File: src/rtl/mips_multicycle_control.sv
// Multicycle MIPS main control FSM: sequences fetch/decode/execute and drives datapath strobes.
// Define MIPS_CTRL_JUMP_EN to decode J through the JUMP state; otherwise J is treated as illegal.
module mips_multicycle_control (
    input  logic       clk,
    input  logic       reset,
    input  logic [5:0] Opcode,
    input  logic       MemReady,
    output logic       PCWrite,
    output logic       PCWriteCond,
    output logic       IorD,
    output logic       MemRead,
    output logic       MemWrite,
    output logic       IRWrite,
    output logic       MemtoReg,
    output logic       RegDst,
    output logic       RegWrite,
    output logic       ALUSrcA,
    output logic [1:0] ALUSrcB,
    output logic [1:0] ALUOp,
    output logic [1:0] PCSource,
    output logic       Illegal,
    output logic [3:0] State
);

    typedef enum logic [3:0] {
        S_FETCH  = 4'd0,
        S_DECODE = 4'd1,
        S_MEMADR = 4'd2,
        S_MEMRD  = 4'd3,
        S_MEMWB  = 4'd4,
        S_MEMWR  = 4'd5,
        S_EXEC   = 4'd6,
        S_RWB    = 4'd7,
        S_BEQ    = 4'd8,
        S_JUMP   = 4'd9,
        S_ADDIEX = 4'd10,
        S_ADDIWB = 4'd11
    } state_t;

    localparam logic [5:0] OP_R    = 6'b000000;
    localparam logic [5:0] OP_LW   = 6'b100011;
    localparam logic [5:0] OP_SW   = 6'b101011;
    localparam logic [5:0] OP_BEQ  = 6'b000100;
    localparam logic [5:0] OP_ADDI = 6'b001000;
`ifdef MIPS_CTRL_JUMP_EN
    localparam logic [5:0] OP_J    = 6'b000010;
`endif

    state_t state_q, state_d;
    logic   illegal_q, illegal_d;

    always_ff @(posedge clk or posedge reset) begin
        if (reset) begin
            state_q   <= S_FETCH;
            illegal_q <= 1'b0;
        end else begin
            state_q   <= state_d;
            illegal_q <= illegal_d;
        end
    end

    always_comb begin
        state_d     = S_FETCH;
        illegal_d   = 1'b0;
        PCWrite     = 1'b0;
        PCWriteCond = 1'b0;
        IorD        = 1'b0;
        MemRead     = 1'b0;
        MemWrite    = 1'b0;
        IRWrite     = 1'b0;
        MemtoReg    = 1'b0;
        RegDst      = 1'b0;
        RegWrite    = 1'b0;
        ALUSrcA     = 1'b0;
        ALUSrcB     = 2'b00;
        ALUOp       = 2'b00;
        PCSource    = 2'b00;

        case (state_q)
            S_FETCH: begin
                MemRead = 1'b1;
                ALUSrcB = 2'b01;
                // Fetch strobes follow the memory handshake but must stay quiet while reset is held
                IRWrite = MemReady & ~reset;
                PCWrite = MemReady & ~reset;
                state_d = MemReady ? S_DECODE : S_FETCH;
            end
            S_DECODE: begin
                ALUSrcB = 2'b11;
                case (Opcode)
                    OP_LW, OP_SW: state_d = S_MEMADR;
                    OP_R:         state_d = S_EXEC;
                    OP_BEQ:       state_d = S_BEQ;
`ifdef MIPS_CTRL_JUMP_EN
                    OP_J:         state_d = S_JUMP;
`endif
                    OP_ADDI:      state_d = S_ADDIEX;
                    default: begin
                        illegal_d = 1'b1;
                        state_d   = S_FETCH;
                    end
                endcase
            end
            S_MEMADR: begin
                ALUSrcA = 1'b1;
                ALUSrcB = 2'b10;
                if (Opcode == OP_LW) begin
                    state_d = S_MEMRD;
                end else if (Opcode == OP_SW) begin
                    state_d = S_MEMWR;
                end else begin
                    state_d = S_FETCH;
                end
            end
            S_MEMRD: begin
                MemRead = 1'b1;
                IorD    = 1'b1;
                state_d = MemReady ? S_MEMWB : S_MEMRD;
            end
            S_MEMWB: begin
                RegWrite = 1'b1;
                MemtoReg = 1'b1;
            end
            S_MEMWR: begin
                MemWrite = 1'b1;
                IorD     = 1'b1;
                state_d  = MemReady ? S_FETCH : S_MEMWR;
            end
            S_EXEC: begin
                ALUSrcA = 1'b1;
                ALUOp   = 2'b10;
                state_d = S_RWB;
            end
            S_RWB: begin
                RegWrite = 1'b1;
                RegDst   = 1'b1;
            end
            S_BEQ: begin
                ALUSrcA     = 1'b1;
                ALUOp       = 2'b01;
                PCWriteCond = 1'b1;
                PCSource    = 2'b01;
            end
`ifdef MIPS_CTRL_JUMP_EN
            S_JUMP: begin
                PCWrite  = 1'b1;
                PCSource = 2'b10;
            end
`endif
            S_ADDIEX: begin
                ALUSrcA = 1'b1;
                ALUSrcB = 2'b10;
                state_d = S_ADDIWB;
            end
            S_ADDIWB: begin
                RegWrite = 1'b1;
            end
            // Unused codes (and JUMP when jumps are disabled) recover to FETCH with everything low
            default: begin
                state_d = S_FETCH;
            end
        endcase
    end

    assign Illegal = illegal_q;
    assign State   = state_q;

endmodule
File: config.mk
export PLATFORM = sky130hd
export DESIGN_NAME = mips_multicycle_control
export DESIGN_NICKNAME = d
export VERILOG_FILES = /design/src/rtl/mips_multicycle_control.sv
export SDC_FILE = /design/constraint.sdc
export NUM_CORES = 1
export LEC_CHECK = 0
export ABC_AREA = 1
export CAP_MARGIN = 20
export CORE_MARGIN = 3
export CORE_UTILIZATION = 35
export CTS_BUF_LIST = sky130_fd_sc_hd__clkbuf_8 sky130_fd_sc_hd__clkbuf_16
export DETAILED_ROUTE_END_ITERATION = 6
export PLACE_DENSITY = 0.77
export SETUP_SLACK_MARGIN = 0.5
export SLEW_MARGIN = 10
export SYNTH_ARGS = -nofsm -noshare
export SYNTH_HDL_FRONTEND = slang
export SYNTH_SLANG_ARGS = --single-unit
File: constraint.sdc
create_clock -name clk -period 1.9 [get_ports clk]
set_input_delay 0.38 -clock clk [delete_from_list [all_inputs] [get_ports clk]]
set_output_delay 0.38 -clock clk [all_outputs]
set_load 0.01 [all_outputs]
==> results of run 1 <==
-- metrics by stage --
step           utilization  total power (W)  TNS, ns  cell area (um2)  hold slack, ns
2_1_floorplan            -        0.0001764        0            539.3          0.1585
3_3_place_gp        0.6098        0.0002346  -0.2666            823.3          0.6855
3_5_place_dp        0.6098        0.0002360  -0.2932            823.3          0.7032
4_1_cts             0.6580        0.0004247        0            888.4          0.4778
5_1_grt             0.6710        0.0004598        0            905.9          0.4994
6_report            0.6710        0.0004304        0            905.9          0.4835
-- critical path, cell delays in order, from the launching register on --
cell and delay [ns]:
dfrtp_2 0.42, nor2_4 0.16, buf_6 0.13, nand2_4 0.06, nor3_4 0.11, buf_2 0.15
-- layout by cell type, fill, tap and decap left out, drive strengths merged --
master,n
a21boi,1
buf,22
clkbuf,3
clkdlybuf4s15,3
clkdlybuf4s50,8
conb,1
dfrtp,5
dlygate4sd2,5
inv,20
nand2,28
nand3,9
nor2,25
nor3,1
o21ai,1
-- layout make-up --
type,count,area [um2],share of cell area
tap,15,18.77,0.02072
multi-input combinational,66,326.6,0.3605
timing repair buffer,38,315.3,0.3481
clock buffer,3,41.29,0.04558
sequential,5,128.9,0.1423
clock inverter,1,3.754,0.004144
inverter,19,71.32,0.07873
-- registers in the layout, indices dropped and copies added, names as in the netlist --
name	cells
Illegal	1
State	4
-- worst max-delay path by stage --
stage,endpoint,slack (ns)
after floorplan,PCWrite,0.45
after global placement,PCWrite,-0.13
after detailed placement,IRWrite,-0.15
after CTS,IRWrite,0.27
after global routing,ALUOp[1],0.19
final,IRWrite,0.28
-- power by group through the flow --
stage | registers [W] | logic, W | clock network (W)
after floorplan | 0.000123 | 0.0000535 | 0
after global placement | 0.000120 | 0.000115 | 0
after detailed placement | 0.000120 | 0.000116 | 0
after CTS | 0.000121 | 0.000113 | 0.000191
after global routing | 0.000122 | 0.000131 | 0.000207
final | 0.000121 | 0.000119 | 0.000190
-- what timing repair did --
action / CTS / global route
setup buffers: 6 / 2
setup endpoints to repair: 20 / 15
resized for setup: 75 / 1
pin swaps: 3 / 2
-- per-layer routing --
layer | GRT usage | part of all wire | vias to the layer above
met4 | 0.08434 | 0.010 | 0
met3 | 0.03659 | 0.084 | 2
met5 | 0 | 0 | -
met2 | 0.3324 | 0.54 | 27
li1 | - | - | 347
met1 | 0.1390 | 0.36 | 298
-- cell families (layout without fill, tap and decap cells) --
kind of cell    count (synthesis)  in the layout  share of synthesized area
simple gates                   63             63                     0.5348
buf+inv                        23             61                     0.1942
flops                           5              5                     0.2398
compound gates                  2              2                    0.02398
other cells                     1              1                   0.007187
==> metrics, run 1 <==
syn_area_per_cell=5.551 um2; CP required=1.52 ns; R2R Path End=State[0]$_DFF_PP0_; Distinct cells, synth=15; P_leak=0.5533 nW; pin count of the biggest net entering global routing=7; synthesis-stage register bit count=5; cts hold-fix bufs=0; minimum clock period=1.622 ns; share of layout cells above drive strength 1=0.3485; via/cell ratio=4.585; Reg power frac=0.281; GPL Wtd Cong=0.8633; Core Footprint=1350 um2; DIE AREA=1990 um2; Mapped Cells=94; drt wl/cell=10.50 um; PwrDens=475.1 nW/um2; Slew Limit Fails=0; Num Clock Sinks=5; Worst Path Arrival=1.24 ns; drt pass-1 iters=4; Seq/Total Area, Yosys=0.2398; Post-synth ARST share=1.000; gr usage total=0.1625; number of flops mapped to enable cells by yosys=0; first-pass GRT wire length=2408 um; worst reg2reg startpoint=State[2]$_DFF_PP0_; initial core utilization=0.3865; Post-route DRC=0; synthesis warning total=0; # setup viols final=0; Row Count=13; crit end category=primary output; Reg clk slew, reported paths=0.04 ns; crit path from=State[2]$_DFF_PP0_; clk_skew=0.003583 ns; Sw Ratio=0.2818; most common cell in the netlist=nand2_1; Filler cells=121; Max Cap Viol=0; clock share of power=0.442; CTS H-tree lvls=1; Setup WS pre-CTS=-0.1483 ns; Mapped Nets=103; chip height=44.61 um; fin nets=142; total wire length=1544 um; antenna cells=0; Die X-Extent=44.61 um; synth top area cells=dfrtp_1 24%, nand2_1 19%, nor2_1 15%; DP Cell Count=135; Area growth syn-to-layout=73.62%; crit-path max FO=4; outcome=complete, no violations; post-synth top area cell=dfrtp_1; synthesized cell area=521.8 um2; P_int=0.0003091 W; Max Buffers Root-to-Sink=2; Reg2Reg Setup Slack=0.63 ns; Port Buffers=28; CTS Buf Count=3; Finished Layout Cells=147; vias in the first global route=664; Worst Hold Class=in2async; maximum VDD drop=0.4029 mV; # IOs=30; top cells by count, synth=26 x nand2_1, 21 x nor2_1, 18 x inv_1; Synth Flop Type=dfrtp_1; RSZ-0062 raised after global routing=yes; DR iter-0 viols=9; f_max=0.6164 GHz; post-synth top area share=0.2398; Vias=674; count of final hold-check violations=0; Detail Route Antenna Nets=0; Clock Latency Late Sink=0.22 ns; Gate power share=0.277; P_sw=0.0001213 W; worst setup margin=0.2777 ns; Reg2Reg Depth=8; Detail Placement HPWL=1102 um; CTS root buffer=clkbuf_8; CTS tree=built; worst setup path class=reg2out; total global routing overflow=0; Worst setup SP type=flop; crit share post-route=0.8539; initial antenna violation count=0
Power figures use the tool's default switching activity.
==> run 2, diff against run 1 <==
--- a/config.mk
+++ b/config.mk
@@ -13,7 +13,7 @@
 export DETAILED_ROUTE_END_ITERATION = 6
 export PLACE_DENSITY = 0.77
 export SETUP_SLACK_MARGIN = 0.5
-export SLEW_MARGIN = 10
+export SLEW_MARGIN = 5
 export SYNTH_ARGS = -nofsm -noshare
 export SYNTH_HDL_FRONTEND = slang
 export SYNTH_SLANG_ARGS = --single-unit
==> results of run 2 <==
Final layout, timing and power as in run 1 (identical DEF).
